File: config.mk
export PLATFORM = sky130hd
export DESIGN_NAME = hazard_scoreboard
export DESIGN_NICKNAME = d
export VERILOG_FILES = /design/src/rtl/hazard_scoreboard.sv
export SDC_FILE = /design/constraint.sdc
export NUM_CORES = 1
export LEC_CHECK = 0
export BUFFER_PORTS_ARGS = -buffer_cell sky130_fd_sc_hd__clkbuf_2
export CORE_MARGIN = 2
export CORE_UTILIZATION = 60
export CTS_CLUSTER_SIZE = 16
export DETAILED_ROUTE_END_ITERATION = 8
export PLACE_DENSITY = 0.87
export REMOVE_ABC_BUFFERS = 1
export SYNTH_ARGS = -nofsm -noshare
export SYNTH_HDL_FRONTEND = slang
export SYNTH_SLANG_ARGS = --single-unit
File: constraint.sdc
create_clock -name clk -period 3.6 [get_ports clk]
set_input_delay 0.36 -clock clk [delete_from_list [all_inputs] [get_ports clk]]
set_output_delay 0.36 -clock clk [all_outputs]
set_load 0.01 [all_outputs]
File: src/rtl/hazard_scoreboard.sv
// Pipeline hazard scoreboard: load-use, RAW/WAW on multicycle results, unit busy.
// Optional stall counter enabled by defining HAZARD_PERF_CNT_EN.
module hazard_scoreboard #(
  parameter int NUM_UNITS = 2,
  parameter int REG_W     = 5
) (
  input  logic                 clk,
  input  logic                 reset,
  input  logic                 pc_sel_mem,
  input  logic                 id_valid,
  input  logic [REG_W-1:0]     rs1_id,
  input  logic [REG_W-1:0]     rs2_id,
  input  logic [REG_W-1:0]     rs3_id,
  input  logic [2:0]           use_rs_id,
  input  logic [2:0]           rs_fp_id,
  input  logic [REG_W-1:0]     rd_id,
  input  logic                 rd_we_id,
  input  logic                 rd_fp_id,
  input  logic [NUM_UNITS-1:0] unit_req_id,
  input  logic                 mem_read_exe,
  input  logic [REG_W-1:0]     rd_exe,
  input  logic                 rd_fp_exe,
  input  logic [NUM_UNITS-1:0] unit_done,
  output logic                 load_hazard,
  output logic                 branch_hazard,
  output logic                 multicycle_hazard,
  output logic                 raw_hazard,
  output logic                 waw_hazard,
  output logic                 stall_id,
`ifdef HAZARD_PERF_CNT_EN
  output logic [31:0]          stall_cnt,
`endif
  output logic [NUM_UNITS-1:0] unit_busy
);

  localparam int NREG = 1 << REG_W;

  logic [NUM_UNITS-1:0]            busy_q, busy_d;
  logic [NUM_UNITS-1:0]            fp_q, fp_d;
  logic [NUM_UNITS-1:0]            wr_q, wr_d;
  logic [NUM_UNITS-1:0][REG_W-1:0] tag_q, tag_d;
  logic [NREG-1:0]                 pi_q, pi_d;
  logic [NREG-1:0]                 pf_q, pf_d;

  logic [REG_W-1:0] rs_idx [3];
  logic             issue;
  logic             dst_ok;

  assign rs_idx[0] = rs1_id;
  assign rs_idx[1] = rs2_id;
  assign rs_idx[2] = rs3_id;

  always_comb begin
    raw_hazard  = 1'b0;
    load_hazard = 1'b0;
    for (int i = 0; i < 3; i++) begin
      if (use_rs_id[i]) begin
        if (rs_fp_id[i])
          raw_hazard = raw_hazard | pf_q[rs_idx[i]];
        else if (rs_idx[i] != '0)
          raw_hazard = raw_hazard | pi_q[rs_idx[i]];
        if (mem_read_exe && rs_fp_id[i] == rd_fp_exe &&
            rs_idx[i] == rd_exe && (rd_fp_exe || rd_exe != '0))
          load_hazard = 1'b1;
      end
    end
    raw_hazard  = raw_hazard & id_valid;
    load_hazard = load_hazard & id_valid;
  end

  assign waw_hazard = id_valid & rd_we_id &
                      (rd_fp_id ? pf_q[rd_id] : pi_q[rd_id]);

  assign multicycle_hazard = id_valid &
                             (|(unit_req_id & busy_q & ~unit_done));

  assign branch_hazard = pc_sel_mem;
  assign stall_id = load_hazard | multicycle_hazard |
                    raw_hazard | waw_hazard;
  assign unit_busy = busy_q;

  assign issue  = id_valid & (|unit_req_id) & ~stall_id & ~pc_sel_mem;
  assign dst_ok = rd_we_id & (rd_fp_id | (rd_id != '0));

  // Completions are applied first so a same-cycle issue wins.
  always_comb begin
    busy_d = busy_q;
    fp_d   = fp_q;
    wr_d   = wr_q;
    tag_d  = tag_q;
    pi_d   = pi_q;
    pf_d   = pf_q;
    for (int u = 0; u < NUM_UNITS; u++) begin
      if (unit_done[u] && busy_q[u]) begin
        busy_d[u] = 1'b0;
        if (wr_q[u]) begin
          if (fp_q[u]) pf_d[tag_q[u]] = 1'b0;
          else         pi_d[tag_q[u]] = 1'b0;
        end
      end
    end
    for (int u = 0; u < NUM_UNITS; u++) begin
      if (issue && unit_req_id[u]) begin
        busy_d[u] = 1'b1;
        tag_d[u]  = rd_id;
        fp_d[u]   = rd_fp_id;
        wr_d[u]   = dst_ok;
      end
    end
    if (issue && dst_ok) begin
      if (rd_fp_id) pf_d[rd_id] = 1'b1;
      else          pi_d[rd_id] = 1'b1;
    end
  end

  always_ff @(posedge clk) begin
    if (reset) begin
      busy_q <= '0;
      fp_q   <= '0;
      wr_q   <= '0;
      tag_q  <= '0;
      pi_q   <= '0;
      pf_q   <= '0;
    end else begin
      busy_q <= busy_d;
      fp_q   <= fp_d;
      wr_q   <= wr_d;
      tag_q  <= tag_d;
      pi_q   <= pi_d;
      pf_q   <= pf_d;
    end
  end

`ifdef HAZARD_PERF_CNT_EN
  logic [31:0] stall_cnt_q;

  always_ff @(posedge clk) begin
    if (reset)         stall_cnt_q <= '0;
    else if (stall_id) stall_cnt_q <= stall_cnt_q + 32'd1;
  end

  assign stall_cnt = stall_cnt_q;
`endif

endmodule

==> reports/results.txt <==
Status -> completed
All-layer global routing usage -> 39.26%
Slew Limit Fails -> 0
GPL Wtd Cong -> 1.014
Placeable Area -> 10,980 um2
CP Cell Sequence -> clkbuf_2, mux4_2, nor2b_1, a2111oi_0, a311o_1, o311a_1, nand2_1, a2111o_1, clkbuf_2
Layout Nets -> 785
Sequential-to-total area share from yosys stat -> 23.47%
Worst slew pin tran -> 1.120 ns
Die Area -> 12,240 um2
Diodes inserted -> 0
Die span in x -> 110.6 um
Reg2reg start -> pi_q[3]
FF+latch count, synth -> 80
CTS buffer count -> 9
Switching power of the nets -> 0.0005819 W
Max-cap violations -> 0
H-tree depth -> 3
Total grt overflow -> 0
DRT Wirelength -> 24.07 mm
Share of total power in combinational logic -> 14.4%
WS Path Type -> in -> out
Syn Inst Count -> 721
Initial antenna violation count -> 0
Final setup viols -> 0
Relative slew slack -> 25.15%
Vias per inst -> 7.515
Min Clock Period, post-route -> 3.277 ns
CP delay by family, top -> compound AO/OA/AOI/OAI gates
Vias -> 6,658
Unrepaired setup endpoints after global routing -> false
Cells on worst reg2reg path -> 9
Stages on the worst setup path -> 9
DRC Markers -> 0
Fill cells -> 893
Post-CTS Repair Setup Buffers -> 0
Max Freq -> 305.1 MHz
First-pass GRT wire length -> 37.06 mm
Layout Skew -> 0.008086 ns
Hold Vio Cnt, Final -> 0
Share of cells above drive strength 1 -> 28.15%
FF/Latch Area -> 1602 um2
Routed WL per cell -> 27.17 um
FF-to-FF setup slack -> 0.67 ns
Critical-path top delay cell -> mux4_2
Initial detailed-routing violation count -> 1,112
Crit path capture type -> output pin
Crit-path most repeated cell -> clkbuf_2
Hpwl dp -> 17.10 mm
Crit-path max cell delay -> 0.56 ns
# rows -> 38
Clock Power Share -> 45.9%
Critical path origin -> rs3_id[1]
Seq pwr share -> 39.6%
# port buffers -> 50
Setup Total Neg Slack -> 0 ns
Post-CTS resize count -> 0
Crit Path Max Fanout -> 12
DIE HEIGHT -> 110.6 um
Clock sinks -> 80
Worst R2R End -> pi_q[1]
WP data required -> 3.24 ns
Later-pin clock latency in the skew report -> 0.35 ns
Worst VDD drop -> 0.2558 mV
CTS tree -> yes
Setup crit end -> stall_id
Arrival time worst endpoint -> 2.92 ns
Area growth, synth to finish -> 8.766%
Sw Share -> 25.61%
Hold WS -> 0.3359 ns
Synthesized area -> 6823 um2
Yosys warnings -> 0
Root buf cell -> clkbuf_16
Ys flop type -> dfxtp_1
Internal power -> 0.001690 W
Total Power -> 0.002272 W
Hold-fix buffers, CTS -> 0
Pwr Density -> 306.2 nW/um2
Leakage -> 2.529 nW
Initial Utilization -> 62.12%
Clk slew on worst S/H paths -> 0.06 ns
Ratio of final minimum period to clock period -> 91.03%
Count of cell types in the netlist -> 63
Io pins -> 51
EDFF count, synth -> 0
Vias in the first global route -> 6,356
Total iterations of the first detailed-routing run -> 5
Multi-input gate area -> 4831 um2
Largest net degree at the start of global routing -> 65
Mapped Avg Cell Area -> 9.463 um2
Antenna violation net count after detailed routing -> 0
FFs w/ async S/R, synth -> 0%
Setup crit start kind -> input pin
CP bufs+invs -> 2
CTS max path bufs -> 2
Worst Hold Class -> in -> reg
==> layout make-up <==
type	instances	share of cell area [%]
inverter	10	0.5058
clock buffer	13	3.777
tap	140	2.360
clock inverter	2	0.8093
sequential	80	21.58
multi-input combinational	568	65.10
timing repair buffer	73	5.867
==> stage by stage <==
step	util [%]	instances	setup slack (ns)	cell area, um2
after global placement	64.47	871	0.4638	7081
after detailed placement	64.47	871	0.3885	7081
final	67.57	886	0.3229	7421
after CTS	67.57	886	0.3461	7421
after global routing	67.57	886	0.1978	7421
after floorplan	-	658	0.4379	6470
==> power by group through the flow <==
stage          Sequential (W)  Clock [W]  Combinational [W]
2_1_floorplan        0.000917          0           0.000147
3_3_place_gp         0.000919          0           0.000313
3_5_place_dp         0.000919          0           0.000319
4_1_cts              0.000900    0.00104           0.000320
5_1_grt              0.000901    0.00108           0.000344
6_report             0.000900    0.00104           0.000328
==> layer usage <==
layer,GRT usage (%),wire (um),up-vias
met5,0,0,-
met4,19.83,1146,0
met3,11.53,3255,94
met2,57.46,10620,515
met1,53.01,9051,3241
li1,-,-,2808
==> state kept, by name (all words and copies together), names as in the netlist <==
| name | flops |
|---|---|
| pf_q | 32 |
| wr_q | 2 |
| tag_q | 10 |
| pi_q | 32 |
| unit_busy | 2 |
| fp_q | 2 |
==> cells in the final DEF (no fill, tap or decap), types with 6 or more instances in the layout <==
| master | synthesis | routed |
|---|---|---|
| mux2i_1 | 45 | 45 |
| xnor2_1 | 9 | 9 |
| nor3_1 | 9 | 9 |
| xor2_1 | 9 | 9 |
| nand3_1 | 12 | 12 |
| o21ai_2 | 49 | 49 |
| clkbuf_16 | 0 | 9 |
| nor4_1 | 6 | 6 |
| mux4_2 | 56 | 56 |
| o22ai_1 | 6 | 6 |
| clkbuf_2 | 0 | 50 |
| nand2b_1 | 28 | 28 |
| inv_1 | 10 | 10 |
| nand3b_1 | 7 | 7 |
| nand2_1 | 93 | 93 |
| o221ai_1 | 63 | 63 |
| buf_4 | 4 | 22 |
| dfxtp_1 | 80 | 80 |
| nor2_1 | 17 | 17 |
| nor2b_1 | 75 | 75 |
| o21ai_1 | 9 | 9 |
==> cell families (layout without fill, tap and decap cells) <==
family                 Yosys count  in the layout  share of synthesized area (%)
AO/OA/AOI/OAI                  168            168                          20.65
XOR/XNOR                        18             18                          2.311
buffers and inverters           73             98                          5.722
flip-flops                      80             80                          23.47
multiplexers                   104            104                          25.58
AND/OR/NAND/NOR                278            278                          22.26
==> worst reg2reg max path, stage by stage (launching register included) <==
cell       delay (ns)
dfxtp_1          0.51
mux2i_1          0.14
mux4_2           0.48
nor3_2           0.10
a2111oi_0        0.08
buf_4            0.16
or4b_4           0.59
nand4_4          0.15
buf_12           0.34
o21ai_0          0.25
==> Yosys cell counts, types with 3 or more instances <==
cell       instances  share of area, %
o221ai_1          63               8.1
nor2b_1           75               6.9
buf_2             12              0.88
nand2b_1          28               2.6
or3b_2             4              0.51
clkbuf_1          29               1.6
nand3_1           12              0.88
inv_1             10              0.55
xor2_1             9               1.2
o22ai_1            6              0.55
dfxtp_1           80                23
nand2_1           93               5.1
xnor2_1            9               1.2
buf_4              4              0.44
a22oi_1            4              0.44
o21ai_1            9              0.66
buf_1              7              0.39
nand3b_1           7              0.77
and2_1             3              0.28
mux2_2             3              0.50
nor2_1            17              0.94
a21oi_1            3              0.22
a2111oi_0          3              0.39
buf_6             10               1.7
mux4_2            56                18
o21ai_2           49               6.3
nand4_1            4              0.37
nor3b_1            5              0.55
o21ai_0            5              0.37
nor4_1             6              0.55
nor3_1             9              0.66
mux2i_1           45               6.6
==> worst min path at each step <==
stage | from | end | slack [ns] | cells past startpoint
after global placement | wr_q[1] | wr_q[1] | 0.46 | 2
final | unit_done[1] | unit_busy[1] | 0.34 | 3
after CTS | unit_done[1] | unit_busy[1] | 0.33 | 3
after floorplan | reset | unit_busy[1] | 0.43 | 1
after global routing | unit_done[1] | unit_busy[1] | 0.36 | 3
after detailed placement | wr_q[1] | wr_q[1] | 0.47 | 2
No activity file was read; power rests on OpenSTA's default activity.
